===== config.mk =====
export PLATFORM = sky130hd
export DESIGN_NAME = fetch_unit
export DESIGN_NICKNAME = d
export VERILOG_FILES = /design/src/rtl/fetch_unit_pkg.sv /design/src/rtl/fetch_fifo.sv /design/src/rtl/fetch_unit.sv
export SDC_FILE = /design/constraint.sdc
export NUM_CORES = 1
export LEC_CHECK = 0
export CAP_MARGIN = 20
export CELL_PAD_IN_SITES_DETAIL_PLACEMENT = 1
export CELL_PAD_IN_SITES_GLOBAL_PLACEMENT = 1
export CORE_ASPECT_RATIO = 0.9
export CORE_MARGIN = 5
export CORE_UTILIZATION = 40
export CTS_BUF_LIST = sky130_fd_sc_hd__clkbuf_16
export DETAILED_ROUTE_END_ITERATION = 16
export HOLD_SLACK_MARGIN = 0.12
export PLACE_DENSITY_LB_ADDON = 0.25
export SLEW_MARGIN = 5
export SYNTH_ARGS = -nofsm -noshare
export SYNTH_HDL_FRONTEND = slang
export SYNTH_HIERARCHICAL = 1
export SYNTH_SLANG_ARGS = --single-unit
export TNS_END_PERCENT = 1

===== constraint.sdc =====
create_clock -name clk -period 4.35 [get_ports clk]
set_clock_uncertainty 0.15 [all_clocks]
set_input_delay 0.87 -clock clk [delete_from_list [all_inputs] [get_ports clk]]
set_output_delay 0.87 -clock clk [all_outputs]
set_load 0.005 [all_outputs]

===== src/rtl/fetch_unit_pkg.sv =====
// fetch_unit_pkg: shared constants, FSM encoding and buffer entry type for the fetch unit
package fetch_unit_pkg;
  localparam logic [31:0] BUBBLE_INSTR     = 32'h0;
  localparam logic [31:0] DEFAULT_RESET_PC = 32'h0;
  localparam logic [31:0] PC_INC           = 32'd4;
  typedef enum logic [1:0] {ST_RESET, ST_FETCH, ST_FULL} fetch_state_e;
  typedef struct packed {
    logic [31:0] pc;
    logic [31:0] instr;
  } fetch_entry_t;
endpackage


===== src/rtl/fetch_fifo.sv =====
// fetch_fifo: synchronous FIFO (push/pop/clear, full/empty), rst_n sync active-low;
// ports: wdata_i/push_i in, rdata_o head out (combinational), clear_i empties it
import fetch_unit_pkg::*;
module fetch_fifo #(
  parameter int WIDTH = $bits(fetch_entry_t),
  parameter int DEPTH = 2
) (
  input  logic             clk,
  input  logic             rst_n,
  input  logic             clear_i,
  input  logic             push_i,
  input  logic             pop_i,
  input  logic [WIDTH-1:0] wdata_i,
  output logic [WIDTH-1:0] rdata_o,
  output logic             full_o,
  output logic             empty_o
);
  localparam int AW = $clog2(DEPTH);
  localparam logic [AW:0] FULL_CNT = (AW+1)'(DEPTH);
  logic [WIDTH-1:0] mem_q [DEPTH];
  logic [AW-1:0] rd_q, wr_q;
  logic [AW:0] cnt_q;
  logic do_push, do_pop;
  assign full_o  = cnt_q == FULL_CNT;
  assign empty_o = cnt_q == '0;
  assign rdata_o = mem_q[rd_q];
  assign do_pop  = pop_i && !empty_o;
  // a full FIFO still accepts a push when the head leaves on the same edge
  assign do_push = push_i && (!full_o || do_pop);
  always_ff @(posedge clk)
    if (!rst_n || clear_i) begin
      rd_q  <= '0;
      wr_q  <= '0;
      cnt_q <= '0;
    end else begin
      rd_q  <= rd_q + AW'(do_pop);
      wr_q  <= wr_q + AW'(do_push);
      cnt_q <= cnt_q + (AW+1)'(do_push) - (AW+1)'(do_pop);
    end
  always_ff @(posedge clk)
    if (do_push) mem_q[wr_q] <= wdata_i;
endmodule


===== src/rtl/fetch_unit.sv =====
// fetch_unit: instruction fetch with bounded outstanding requests, in-order PC tags,
// fetch buffer feeding IF/ID, and flush/redirect with discard of in-flight responses.
// Ports: clk, rst_n (sync active-low), stall, flush, redirect_pc; imem_req_* / imem_rsp_*
// to instruction memory; pc_if, instr_if, instr_valid to IF/ID.
// Optional macro FETCH_PERF_EN adds perf_starve_cnt and perf_flush_cnt.
module fetch_unit
  import fetch_unit_pkg::*;
#(
  parameter logic [31:0] RESET_PC  = DEFAULT_RESET_PC,
  parameter int          BUF_DEPTH = 2
) (
  input  logic        clk,
  input  logic        rst_n,
  input  logic        stall,
  input  logic        flush,
  input  logic [31:0] redirect_pc,
  output logic        imem_req_valid,
  input  logic        imem_req_ready,
  output logic [31:0] imem_req_addr,
  input  logic        imem_rsp_valid,
  input  logic [31:0] imem_rsp_data,
  output logic [31:0] pc_if,
  output logic [31:0] instr_if,
  output logic        instr_valid
`ifdef FETCH_PERF_EN
  ,
  output logic [31:0] perf_starve_cnt,
  output logic [31:0] perf_flush_cnt
`endif
);
  localparam int CW = $clog2(BUF_DEPTH) + 1;
  localparam logic [CW-1:0] CAP = CW'(BUF_DEPTH);
  fetch_state_e state_q, state_d;
  logic [31:0] fetch_pc_q, fetch_pc_d;
  // occ counts outstanding (including ones to be discarded) plus buffered entries
  logic [CW-1:0] out_q, out_d, occ_q, occ_d, drop_q, drop_d;
  logic accept, rsp, keep, discard, pop;
  logic data_full, data_empty, tag_full, tag_empty;
  logic [31:0] tag_pc;
  fetch_entry_t head;
  assign imem_req_valid = rst_n && !flush && occ_q < CAP && !data_full && !tag_full;
  assign imem_req_addr  = fetch_pc_q;
  assign accept  = imem_req_valid && imem_req_ready;
  assign rsp     = rst_n && imem_rsp_valid;
  assign keep    = rsp && drop_q == '0;
  assign discard = rsp && drop_q != '0;
  assign pop     = rst_n && !stall && !flush && !data_empty;
  assign instr_valid = rst_n && !data_empty;
  assign pc_if       = instr_valid ? head.pc : 32'h0;
  assign instr_if    = instr_valid ? head.instr : BUBBLE_INSTR;
  always_comb begin
    out_d      = out_q + CW'(accept) - CW'(rsp);
    drop_d     = flush ? out_d : drop_q - CW'(discard);
    occ_d      = flush ? out_d : occ_q + CW'(accept) - CW'(discard) - CW'(pop);
    fetch_pc_d = flush ? redirect_pc : accept ? fetch_pc_q + PC_INC : fetch_pc_q;
    state_d    = (flush || state_q == ST_RESET) ? ST_FETCH : occ_d >= CAP ? ST_FULL : ST_FETCH;
  end
  always_ff @(posedge clk)
    if (!rst_n) begin
      state_q    <= ST_RESET;
      fetch_pc_q <= RESET_PC;
      out_q      <= '0;
      occ_q      <= '0;
      drop_q     <= '0;
    end else begin
      state_q    <= state_d;
      fetch_pc_q <= fetch_pc_d;
      out_q      <= out_d;
      occ_q      <= occ_d;
      drop_q     <= drop_d;
    end
  // tags of discarded requests are dropped by the clear, so only kept responses pop
  fetch_fifo #(.WIDTH(32), .DEPTH(BUF_DEPTH)) u_tag (
    .clk     (clk),
    .rst_n   (rst_n),
    .clear_i (flush),
    .push_i  (accept),
    .pop_i   (keep && !tag_empty),
    .wdata_i (fetch_pc_q),
    .rdata_o (tag_pc),
    .full_o  (tag_full),
    .empty_o (tag_empty)
  );
  fetch_fifo #(.WIDTH($bits(fetch_entry_t)), .DEPTH(BUF_DEPTH)) u_data (
    .clk     (clk),
    .rst_n   (rst_n),
    .clear_i (flush),
    .push_i  (keep && !flush),
    .pop_i   (pop),
    .wdata_i ({tag_pc, imem_rsp_data}),
    .rdata_o (head),
    .full_o  (data_full),
    .empty_o (data_empty)
  );
`ifdef FETCH_PERF_EN
  logic [31:0] starve_q, flushc_q;
  always_ff @(posedge clk)
    if (!rst_n) begin
      starve_q <= '0;
      flushc_q <= '0;
    end else begin
      if (!stall && data_empty && starve_q != '1) starve_q <= starve_q + 32'd1;
      if (flush && flushc_q != '1) flushc_q <= flushc_q + 32'd1;
    end
  assign perf_starve_cnt = starve_q;
  assign perf_flush_cnt  = flushc_q;
`endif
endmodule


Word level (Yosys, flattened, before mapping)
Memories as Yosys holds them, arrays and structs flattened. A register that Yosys moved wholly into a read port is not among the register bits.
Cells that the tools add are included.
Storage, ports and cells
  input bits: 70
  output and inout bits: 98
  logic and storage cells: 75
  bits in registers: 46
  bits in writable memories: 192
  memories: 2
Memories
  u_data.mem_q: depth 2, bits a word 64, rd ports 1, clocked after memory_dff 1, wr ports 1, RTL line fetch_fifo.sv:20  | logic [WIDTH-1:0] mem_q [DEPTH];
  u_tag.mem_q: depth 2, bits a word 32, rd ports 1, clocked after memory_dff 1, wr ports 1, RTL line fetch_fifo.sv:20
Operators by class
  equal/unequal tests: 2
  $add $sub $neg: 15
  reduce and logical (&&, ||, !) cells: 33
  magnitude comparators: 1
  mux-type cells: 12
Operators with widths (number)
  32-bit two-way mux: 4
  32-bit by 3-bit adder with 32-bit output (second input constant): 1
  1-bit logical AND: 18
  2-bit by 1-bit subtractor with 2-bit output: 6
  2-bit by 1-bit adder with 2-bit output: 4
  1-bit zero test: 7
  2-bit zero test: 3
  1-bit two-way mux: 6
  1-bit adder: 4
  2-bit equality test (second input constant): 2
  2-bit two-way mux: 2
  2-bit nonzero test: 2
  1-bit logical OR: 3
  2-bit less-than comparator (second input constant): 1

Depth between registers and ports, before layout
Gate-level depths: netlist of the first run.
  depth after elaboration: 10
  mapped depth: 12
  depth with buffers taken out: 11

Hierarchy
The synthesis of the first run kept the hierarchy.
By module, submodules not included
  fetch_fifo (u_data): area an instance 4847.1 sq um, cells an instance 227, seq. area each 3923.8 sq um, instances 1
  fetch_unit: area an instance 2698.8 sq um, cells an instance 348, seq. area each 760.7 sq um, instances 1
  fetch_fifo (u_tag): area an instance 2537.4 sq um, cells an instance 128, seq. area each 2001.9 sq um, instances 1

Least setup slack after synthesis of the first run
No wires, ideal clock.
  kind: input port to flip-flop
  start: input port flush
  end: memory u_data/mem_q[1][0] in the netlist's numbering, enable pin
  data required time: 3771 ps
  path buffers: 2
  cell stages on the path: 5
  setup slack: 68 ps
  arrival time: 3703 ps
  setup time: 429 ps
  path through: clkbuf_1 clkbuf_1 nor4_1 a21boi_1 ha_1
Between the ends
  longest elaborated chain between the ends: 8
  elaborated cells between the ends (all ways): 9
  classes of those cells: mux (2); reduce/logical (7)
RTL lines
  start: declaration: RTL line fetch_unit.sv:15  | input logic flush,
  1-bit zero test (*): RTL line fetch_unit.sv:47, fetch_unit.sv:88
  1-bit logical AND (2 in series): RTL line fetch_unit.sv:47  | assign pop = rst_n && !stall && !flush && !data_empty;
  1-bit logical AND: RTL line fetch_fifo.sv:27  | assign do_pop = pop_i && !empty_o;
  1-bit logical OR: RTL line fetch_fifo.sv:29  | assign do_push = push_i && (!full_o || do_pop);
  1-bit logical AND (*): RTL line fetch_fifo.sv:29
  1-bit two-way mux (*): RTL line fetch_fifo.sv:41  | if (do_push) mem_q[wr_q] <= wdata_i;
  1-bit two-way mux (implied by the code) (*): RTL line fetch_fifo.sv:41
  end: declaration: RTL line fetch_fifo.sv:20
Every way passes the cells marked *; elsewhere a longest branch is shown, timed or not.

Worst setup path in the final report of the first run
  start: input port rst_n
  end: output port pc_if[5]
Between the ends
  longest elaborated chain between the ends: 2
RTL lines
  start: declaration: RTL line fetch_unit.sv:13  | input logic rst_n,
  1-bit logical AND: RTL line fetch_unit.sv:48  | assign instr_valid = rst_n && !data_empty;
  32-bit two-way mux: RTL line fetch_unit.sv:49  | assign pc_if = instr_valid ? head.pc : 32'h0;
  end: declaration: RTL line fetch_unit.sv:22  | output logic [31:0] pc_if,
Every way passes these cells.

==> out/metrics.csv, run 1 <==
stage,metric,value,unit
status,status,completed,
power_and_ir_drop,Leak,4.51,nW
route,Residual DRC,0,
cells_and_area,area grow syn2layout,30.0,%
cells_and_area,Final Cell Area,13100,µm²
floorplanning,Rows,55,
floorplanning,Die Ht,161,µm
global_route,vias in the first global route,7053,
floorplanning,Die ar.,28500,µm²
floorplanning,initial core utilization,0.404,
timing,Max-slew headroom,0.368,
critical_path,WP buf/inv,4,
critical_path,Crit. Startpoint,rst_n,
synth,Syn Area/Cell,14.3,µm²
clock_tree,CTS-repair resized insts,0,
route,Detailed Routing Iterations Pass 1,5,
clock_tree,CTS root buffer,clkbuf_16,
critical_path,worst endpoint required time,3.33,ns
cells_and_area,share of cells above drive strength 1,0.0917,
route,Total Routed Length,25.5,mm
critical_path,r2r startpoint,u_data/cnt_q[1],
hold_path,hold crit path type,flop to flop,
global_route,gr ovfl total,0,
power_and_ir_drop,overall power,5.03,mW
global_route,gr usage total,0.177,
clock_tree,cts hold-fix bufs,0,
synth,number of synthesized register bits,238,
clock_tree,CTS tree,done,
timing,post-layout min period,3.64,ns
clock_tree,cts bufs inserted,27,
power_and_ir_drop,power density over the cells,384,nW/µm²
synth,Gate Count Post-Synth,703,
clock_tree,Post-CTS Setup Inserts,0,
timing,setup TNS,0,ns
floorplanning,Ports,168,
synth,"Top FF cell, synth",edfxtp_1,
clock_tree,H-Tree Depth,1,
clock_tree,clock transition at the registers of the reported paths,0.06,ns
synth,syn nets,785,
critical_path,crit path DAT,2.62,ns
critical_path,CP Cell Sequence,clkdlybuf4s50_1 > clkinv_1 > nor2_4 > buf_12 > and2_1 > clkdlybuf4s50_1,
critical_path,startpoint types,primary input,
timing,Fmax,275,MHz
synth,Post-synth EDFFs,192,
route,wire length per cell,20.5,µm
placed_design,dpl hpwl,16.9,mm
route,Vias,6359,
timing,worst slew pin tran,0.947,ns
timing,final worst path period share,0.837,
timing,final hold viol count,0,
job,Max Cap Viol,0,
global_route,global-route wire length before repair,39.9,mm
clock_tree,clk sinks,238,
timing,RSZ-0062 raised after global routing,false,
cells_and_area,# diodes,0,
clock_tree,worst-skew pair later-pin latency,0.52,ns
placed_design,pre-CTS WS,0.586,ns
floorplanning,Die X,177,µm
critical_path,CP Class,primary input to primary output,
route,Vias per Instance,5.10,
route,Antenna Nets Post-Route,0,
clock_tree,CTS Buffer Depth,3,
global_route,largest net degree at the start of global routing,67,
critical_path,Worst path slowest cell,clkdlybuf4s50_1,
timing,setup violators final,0,
critical_path,slowest cell delay on critical path,0.51,ns
critical_path,CP max FO,66,
placed_design,Area after DPL,12200,µm²
power_and_ir_drop,maximum VDD drop,0.000233,V
synth,"Warnings, synthesis",6,
global_route,initial antenna violation count,0,
cells_and_area,Final #Nets,966,
synth,area of the mapped netlist,10100,µm²
critical_path,Worst path most repeated cell,clkdlybuf4s50_1,
synth,async set-reset flop share out of synthesis,0,
floorplanning,core area,25000,µm²
placed_design,Port Buffers,167,
critical_path,CP top delay family,buffers and inverters,
hold_path,hold path start,imem_req_addr[0],
timing,final worst slack,0.707,ns
synth,Synth cell types,57,
critical_path,Worst setup EP type,primary output,
placed_design,RePlAce Congestion,0.797,
timing,final max-slew violation count,0,
route,1st-iter DRT viols,384,
synth,"Seq/Total Area, Yosys",0.663,
[flip-flops by register name, summed over array words and instances (netlist names)]
name and cells:
u_data/rd_q 1, u_tag/mem_q 64, u_tag/wr_q 1, drop_q 2
u_data/cnt_q 2, u_data/mem_q 128, u_data/wr_q 1, occ_q 2
u_tag/rd_q 1, imem_req_addr 32, out_q 2, u_tag/cnt_q 2
[kinds of logic after synthesis]
group,Yosys count,synth area share
compound gates,80,0.0498
xor+xnor,21,0.0182
fa+ha+maj,12,0.0156
buf+inv,51,0.0220
flops,238,0.663
mux,102,0.114
simple gates,199,0.118
[metal layers]
| metal | global-route usage | routed length [µm] | up-vias |
|---|---|---|---|
| met5 | 0 | 0 | - |
| met4 | 0.0373 | 378 | 0 |
| met3 | 0.0372 | 1460 | 30 |
| met2 | 0.313 | 12600 | 179 |
| met1 | 0.227 | 11000 | 3169 |
| li1 | - | - | 2981 |
[worst register-to-register path, stage by stage (launching register included)]
cell and delay [ns]:
dfxtp_1 0.47, nor2_1 0.13, nor2_4 0.12, buf_12 0.21, nand2_1 0.13, inv_1 0.16, inv_1 0.06, a21boi_1 0.38
ha_4 0.23, buf_4 0.34
[report_power, final]
part           internal, mW  leakage (nW)  switching (mW)
Sequential             2.52          2.15          0.0525
Combinational         0.149          1.93           0.133
Clock                  1.30         0.434           0.877
Total                  3.97          4.51            1.06
[worst paths after layout]
path | to | slack (ns) | depth (start not counted)
worst max-delay path | pc_if[5] | 0.71 | 6
worst min-delay path | u_tag/mem_q[0][0] | 0.34 | 0
worst max register to register | u_data/mem_q[0][63] | 1.63 | 9
worst min register to register | u_tag/mem_q[0][0] | 0.34 | 0
[synthesized netlist by cell type (6+ instances only)]
master	count	area, µm²
nand4_1	12	75.1
buf_2	6	30.0
inv_1	17	63.8
nor2_1	34	128
nor4_1	6	37.5
o21ai_0	12	60.1
and2_1	67	419
mux2_1	98	1100
clkbuf_1	18	67.6
a21boi_0	7	52.6
a21oi_1	24	120
xnor2_1	6	52.6
nand3_1	21	105
ha_1	11	138
xor2_1	15	131
dfxtp_1	46	921
nand2_1	24	90.1
a31oi_1	9	56.3
edfxtp_1	192	5770
buf_4	6	45.0
[through the flow]
step,hold slack [ns],cells,utilization
detailed placement,0.323,1197,0.490
global placement,0.323,1197,0.490
finish,0.339,1247,0.525
CTS,0.343,1247,0.525
floorplan,0.320,703,-
global route,0.362,1247,0.525
[area by class of cell]
class / instances / area [µm²]
Tap cell: 342 / 428
Fill cell: 2467 / 11900
Clock inverter: 23 / 188
Clock buffer: 27 / 676
Multi-Input combinational cell: 414 / 3210
Sequential cell: 238 / 6690
Inverter: 19 / 71.3
Timing Repair Buffer: 184 / 1850
[cell usage in the layout (no fill, tap or decap), drive strengths merged, types with 5 or more instances in the layout]
master	count
mux2	99
nand3	24
clkinv	17
ha	11
inv	21
o22ai	5
o21ai	17
nand4	14
a21boi	9
and3	5
buf	17
nor3	6
a31oi	9
xor2	15
clkdlybuf4s50	167
and2	67
nand2	24
clkbuf	27
nor2	34
nor4	9
xnor2	6
a21oi	24
edfxtp	192
dfxtp	46
(Power assumes the default switching activity.)
==> run 2: changes to the inputs <==
Clock period 4.35 ns to 3.18 ns, I/O delays scaled along.
==> run 2 against run 1 <==
Net effect: first-iteration DRC count fell by 21%; die area did not move; combinational power rose by 44%; sequential cell count did not move; largest power group unchanged; critical path depth fell by 1; utilization rose by 0.80 points.
==> out/metrics.csv, run 2 (synthesis gave the netlist of run 1 again) <==
stage,metric,value,unit,change
status,status,completed,,
cells_and_area,multi-input logic area,3210,µm²,unchanged
timing,worst slew pin tran,0.946,ns,-0.000972 ns
cells_and_area,share of cells above drive strength 1,0.105,,+0.0130
clock_tree,CTS root buffer,clkbuf_16,,
global_route,initial antenna violation count,0,,unchanged
route,wire length per cell,20.5,µm,+0.21%
timing,final hold viol count,0,,unchanged
placed_design,Area after DPL,12500,µm²,+1.7%
cells_and_area,area grow syn2layout,32.0,%,
timing,post-layout min period,3.11,ns,
critical_path,Worst path slowest cell,clkdlybuf4s50_1,,
timing,RSZ-0062 raised after global routing,false,,
critical_path,CP max FO,11,,-83%
clock_tree,CTS Buffer Depth,3,,unchanged
cells_and_area,"commonest non-fill, non-tap cell in the layout",edfxtp_1,,
timing,Max-slew headroom,0.369,,+0.000647
critical_path,worst endpoint required time,2.39,ns,-0.94 ns
placed_design,Port Buffers,167,,unchanged
global_route,vias in the first global route,6958,,-1.3%
timing,Fmax,322,MHz,
timing,final worst path period share,0.977,,
power_and_ir_drop,overall power,6.73,mW,+34%
global_route,global-route wire length before repair,39.5,mm,-1.1%
floorplanning,Die Ht,161,µm,unchanged
route,Detailed Routing Iterations Pass 1,4,,-1
clock_tree,worst-skew pair later-pin latency,0.52,ns,about the same
critical_path,Worst setup EP type,primary output,,
clock_tree,H-Tree Depth,1,,unchanged
route,Residual DRC,0,,unchanged
job,Max Cap Viol,0,,unchanged
floorplanning,Ports,168,,unchanged
global_route,gr usage total,0.175,,-0.00285
route,Antenna Nets Post-Route,0,,unchanged
timing,setup violators final,0,,unchanged
timing,hold slack,0.343,ns,+0.00351 ns
critical_path,startpoint types,primary input,,
clock_tree,clk sinks,238,,unchanged
critical_path,slowest cell delay on critical path,0.59,ns,+0.08 ns
cells_and_area,most frequent cells in the layout,"192 x edfxtp_1, 167 x clkdlybuf4s50_1, 98 x mux2_1",,
cells_and_area,fillers,2454,,-0.53%
cells_and_area,Final #Nets,983,,+1.8%
floorplanning,Die X,177,µm,unchanged
cells_and_area,Top reg by flops,u_data/mem_q,,
route,1st-iter DRT viols,304,,-21%
route,Total Routed Length,25.8,mm,+1.2%
floorplanning,Die ar.,28500,µm²,unchanged
route,Vias per Instance,5.13,,+0.64%
route,Vias,6461,,+1.6%
hold_path,hold crit path type,flop to flop,,
critical_path,CP Class,primary input to primary output,,
placed_design,RePlAce Congestion,0.859,,+7.9%
power_and_ir_drop,maximum VDD drop,0.000360,V,+55%
cells_and_area,register area,6690,µm²,unchanged
clock_tree,cts bufs inserted,26,,-3.7%
power_and_ir_drop,power density over the cells,506,nW/µm²,+32%
global_route,gr ovfl total,0,,unchanged
floorplanning,Rows,55,,unchanged
floorplanning,core area,25000,µm²,unchanged
floorplanning,initial core utilization,0.404,,unchanged
timing,final max-slew violation count,0,,unchanged
critical_path,Worst path most repeated cell,clkdlybuf4s50_1,,
critical_path,crit path DAT,2.32,ns,-0.30 ns
clock_tree,CTS tree,done,,
clock_tree,clock transition at the registers of the reported paths,0.06,ns,about the same
power_and_ir_drop,Leak,4.62,nW,+2.4%
critical_path,CP Cell Sequence,clkdlybuf4s50_1 > buf_4 > nand2b_1 > nor4_1 > clkdlybuf4s50_1,,
global_route,largest net degree at the start of global routing,45,,-33%
cells_and_area,Largest register FFs,128,,unchanged
cells_and_area,Final Cell Area,13300,µm²,+1.5%
placed_design,dpl hpwl,17.7,mm,+5.1%
cells_and_area,# diodes,0,,unchanged
clock_tree,cts hold-fix bufs,0,,unchanged
## run 2: cell types whose count changed in the layout (fill, tap and decap cells not counted), sizes merged
cell / delta
clkinvlp: -1
bufinv: -1
clkinv: -9
inv: +6
buf: +17
## run 2: what timing repair did
action                                  CTS  global route
buffers inserted                          0             2
resized for setup                         0             1
endpoints found under the setup margin    0            42
## run 2: layout make-up
cell class,instances,share of cell area
flip-flops and latches,238,0.503
repair buffers,202,0.159
inverters,19,0.00536
well taps,342,0.0321
clock inverters,18,0.0110
multi-input cells,414,0.241
clock buffers,26,0.0489
## run 2: where the power goes
| part | leakage, nW | switching [mW] | internal, mW |
|---|---|---|---|
| logic | 2.05 | 0.187 | 0.219 |
| clock network | 0.415 | 1.17 | 1.64 |
| registers | 2.15 | 0.0696 | 3.44 |
## run 2: worst paths after layout
path,end,cells after the start,slack [ns],startpoint
max,imem_req_valid,5,0.07,rst_n
min,u_tag/mem_q[1][0],0,0.34,imem_req_addr[0]
min reg2reg,u_tag/mem_q[1][0],0,0.34,imem_req_addr[0]
max reg2reg,occ_q[1],10,0.50,u_data/cnt_q[1]
## run 2: critical path: cells and delay by family
family / cells / cell delay [ns]
buffers and inverters: 3 / 1.30
AND/OR/NAND/NOR: 2 / 0.38
## run 2: layer usage
metal | vias up | track usage | part of all wire
li1 | 3012 | - | -
met4 | 0 | 0.0415 | 0.016
met2 | 197 | 0.299 | 0.49
met1 | 3228 | 0.233 | 0.43
met5 | - | 0 | 0
met3 | 24 | 0.0289 | 0.057
## run 2: stage by stage
stage | worst slack, ns | setup TNS, ns | cells | utilization
after floorplan | -0.213 | -27.21 | 703 | -
after global placement | -0.0320 | -1.54 | 1212 | 0.499
after detailed placement | -0.153 | -2.18 | 1212 | 0.499
after CTS | 0.0119 | 0 | 1256 | 0.531
after global routing | 0.0106 | 0 | 1259 | 0.533
final | 0.0745 | 0 | 1259 | 0.533
==> run 3: changes to the inputs <==
Settings changed: CTS_BUF_LIST sky130_fd_sc_hd__clkbuf_16 to default.
==> run 3 against run 2 <==
Net effect: fmax hardly changed; largest power group unchanged; non-clock buffer count stayed put; critical path depth unchanged; sequential cell count is the same; utilization unchanged; total power rose by 0.30%; worst setup slack got worse by 0.0015 ns; die area did not move; final cell count is the same.
==> out/metrics.csv, run 3 (synthesis gave the netlist of run 1 again) <==
stage,metric,value,unit,change
status,status,completed,,
power_and_ir_drop,power density over the cells,507,nW/µm²,+0.30%
placed_design,RePlAce Congestion,0.859,,unchanged
clock_tree,CTS Buffer Depth,3,,unchanged
global_route,initial antenna violation count,0,,unchanged
floorplanning,Ports,168,,unchanged
clock_tree,clock transition at the registers of the reported paths,0.06,ns,about the same
route,wire length per cell,20.5,µm,+0.16%
timing,final worst path period share,0.977,,about the same
timing,final worst slack,0.0730,ns,-0.00151 ns
cells_and_area,"non-filler cells, final",1259,,unchanged
clock_tree,CTS root buffer,clkbuf_16,,
route,Total Routed Length,25.9,mm,+0.16%
route,Vias,6466,,+0.077%
critical_path,worst endpoint required time,2.39,ns,about the same
placed_design,pre-CTS WS,-0.153,ns,unchanged
floorplanning,Die ar.,28500,µm²,unchanged
global_route,gr ovfl total,0,,unchanged
floorplanning,initial core utilization,0.404,,unchanged
cells_and_area,Final #Nets,983,,unchanged
clock_tree,clk sinks,238,,unchanged
critical_path,CP Class,primary input to primary output,,
job,Max Cap Viol,0,,unchanged
global_route,vias in the first global route,6958,,unchanged
critical_path,crit path DAT,2.32,ns,about the same
cells_and_area,# diodes,0,,unchanged
hold_path,hold path start,imem_req_addr[0],,
timing,final hold viol count,0,,unchanged
power_and_ir_drop,Leak,4.60,nW,-0.54%
cells_and_area,"commonest non-fill, non-tap cell in the layout",edfxtp_1,,
timing,setup TNS,0,ns,unchanged
global_route,global-route wire length before repair,39.5,mm,unchanged
floorplanning,Die X,177,µm,unchanged
cells_and_area,area grow syn2layout,32.0,%,unchanged
hold_path,"Endpoint, Worst Hold",u_tag/mem_q[1][0],,
global_route,gr usage total,0.175,,unchanged
critical_path,flop-to-flop setup slack,0.49,ns,about the same
timing,post-layout min period,3.11,ns,+0.00151 ns
critical_path,RR Endpoint,occ_q[1],,
timing,RSZ-0062 raised after global routing,false,,
cells_and_area,share of cells above drive strength 1,0.105,,unchanged
timing,setup violators final,0,,unchanged
timing,final max-slew violation count,0,,unchanged
critical_path,r2r startpoint,u_data/cnt_q[1],,
route,1st-iter DRT viols,301,,-0.99%
critical_path,CP max FO,11,,unchanged
critical_path,Worst setup EP type,primary output,,
route,Antenna Nets Post-Route,0,,unchanged
critical_path,startpoint types,primary input,,
cells_and_area,most frequent cells in the layout,"192 x edfxtp_1, 167 x clkdlybuf4s50_1, 98 x mux2_1",,
hold_path,hold crit path type,flop to flop,,
global_route,largest net degree at the start of global routing,45,,unchanged
placed_design,placed cells,1212,,unchanged
floorplanning,core area,25000,µm²,unchanged
clock_tree,cts hold-fix bufs,0,,unchanged
floorplanning,Rows,55,,unchanged
route,Residual DRC,0,,unchanged
clock_tree,worst-skew pair later-pin latency,0.52,ns,about the same
clock_tree,H-Tree Depth,1,,unchanged
route,Vias per Instance,5.14,,about the same
placed_design,Port Buffers,167,,unchanged
timing,worst slew pin tran,0.946,ns,-0.000193 ns
power_and_ir_drop,maximum VDD drop,0.000360,V,about the same
cells_and_area,Largest register FFs,128,,unchanged
clock_tree,CTS tree,done,,
placed_design,dpl hpwl,17.7,mm,unchanged
floorplanning,Die Ht,161,µm,unchanged
critical_path,Reg2Reg Depth,10,,unchanged
hold_path,Hold Path Cell Cnt,0,,unchanged
cells_and_area,Top reg by flops,u_data/mem_q,,
timing,Max-slew headroom,0.369,,about the same
clock_tree,cts bufs inserted,26,,unchanged
timing,Fmax,322,MHz,about the same
route,Detailed Routing Iterations Pass 1,4,,unchanged
-- run 3: changes by cell type in the layout (fill, tap and decap cells not counted) --
cell	before	now
clkbuf_1	0	6
inv_1	23	17
-- run 3: power breakdown --
group	total [mW]	switching (mW)	internal, mW
clock	2.83	1.17	1.66
sequential	3.51	0.0697	3.44
combinational	0.407	0.187	0.219
-- run 3: metal layers --
| metal | routed length, µm | global-route usage | up-vias |
|---|---|---|---|
| met5 | 0 | 0 | - |
| met3 | 1480 | 0.0289 | 24 |
| met4 | 401 | 0.0415 | 0 |
| met1 | 11200 | 0.233 | 3226 |
| li1 | - | - | 3013 |
| met2 | 12800 | 0.299 | 203 |
-- run 3: area by class of cell --
class                           instances  area (µm²)
Fill cell                            2454       11700
Multi-Input combinational cell        414        3210
Clock buffer                           32         673
Sequential cell                       238        6690
Clock inverter                         12         124
Timing Repair Buffer                  202        2110
Inverter                               19        71.3
Tap cell                              342         428
-- run 3: how the worst max path moves through the flow --
stage / from / to / slack, ns / depth (start not counted)
floorplan: flush / u_data/mem_q[1][0] / -0.21 / 5
finish: rst_n / imem_req_valid / 0.07 / 5
detailed placement: rst_n / u_data/cnt_q[1] / -0.15 / 12
global placement: rst_n / u_data/mem_q[0][20] / -0.03 / 9
CTS: rst_n / pc_if[21] / 0.01 / 6
global route: u_data/cnt_q[0] / instr_if[22] / 0.01 / 6
-- run 3: through the flow --
stage / instance area [µm²] / util / hold slack, ns / power, mW
3_3_place_gp: 12500 / 0.499 / 0.328 / 3.96
4_1_cts: 13300 / 0.531 / 0.348 / 6.83
6_report: 13300 / 0.533 / 0.343 / 6.75
2_1_floorplan: 10100 / - / 0.320 / 3.72
5_1_grt: 13300 / 0.533 / 0.361 / 7.00
3_5_place_dp: 12500 / 0.499 / 0.329 / 3.98
-- run 3: repair_timing --
action,4_1_cts,5_1_grt
setup buffers,0,2
hold endpoints to repair,0,0
gates resized for setup,0,1
setup endpoints to repair,0,42
-- run 3: critical path: stages --
cell and delay (ns):
clkdlybuf4s50_1 0.50, buf_4 0.21, nand2b_1 0.08, nor4_1 0.30, clkdlybuf4s50_1 0.59
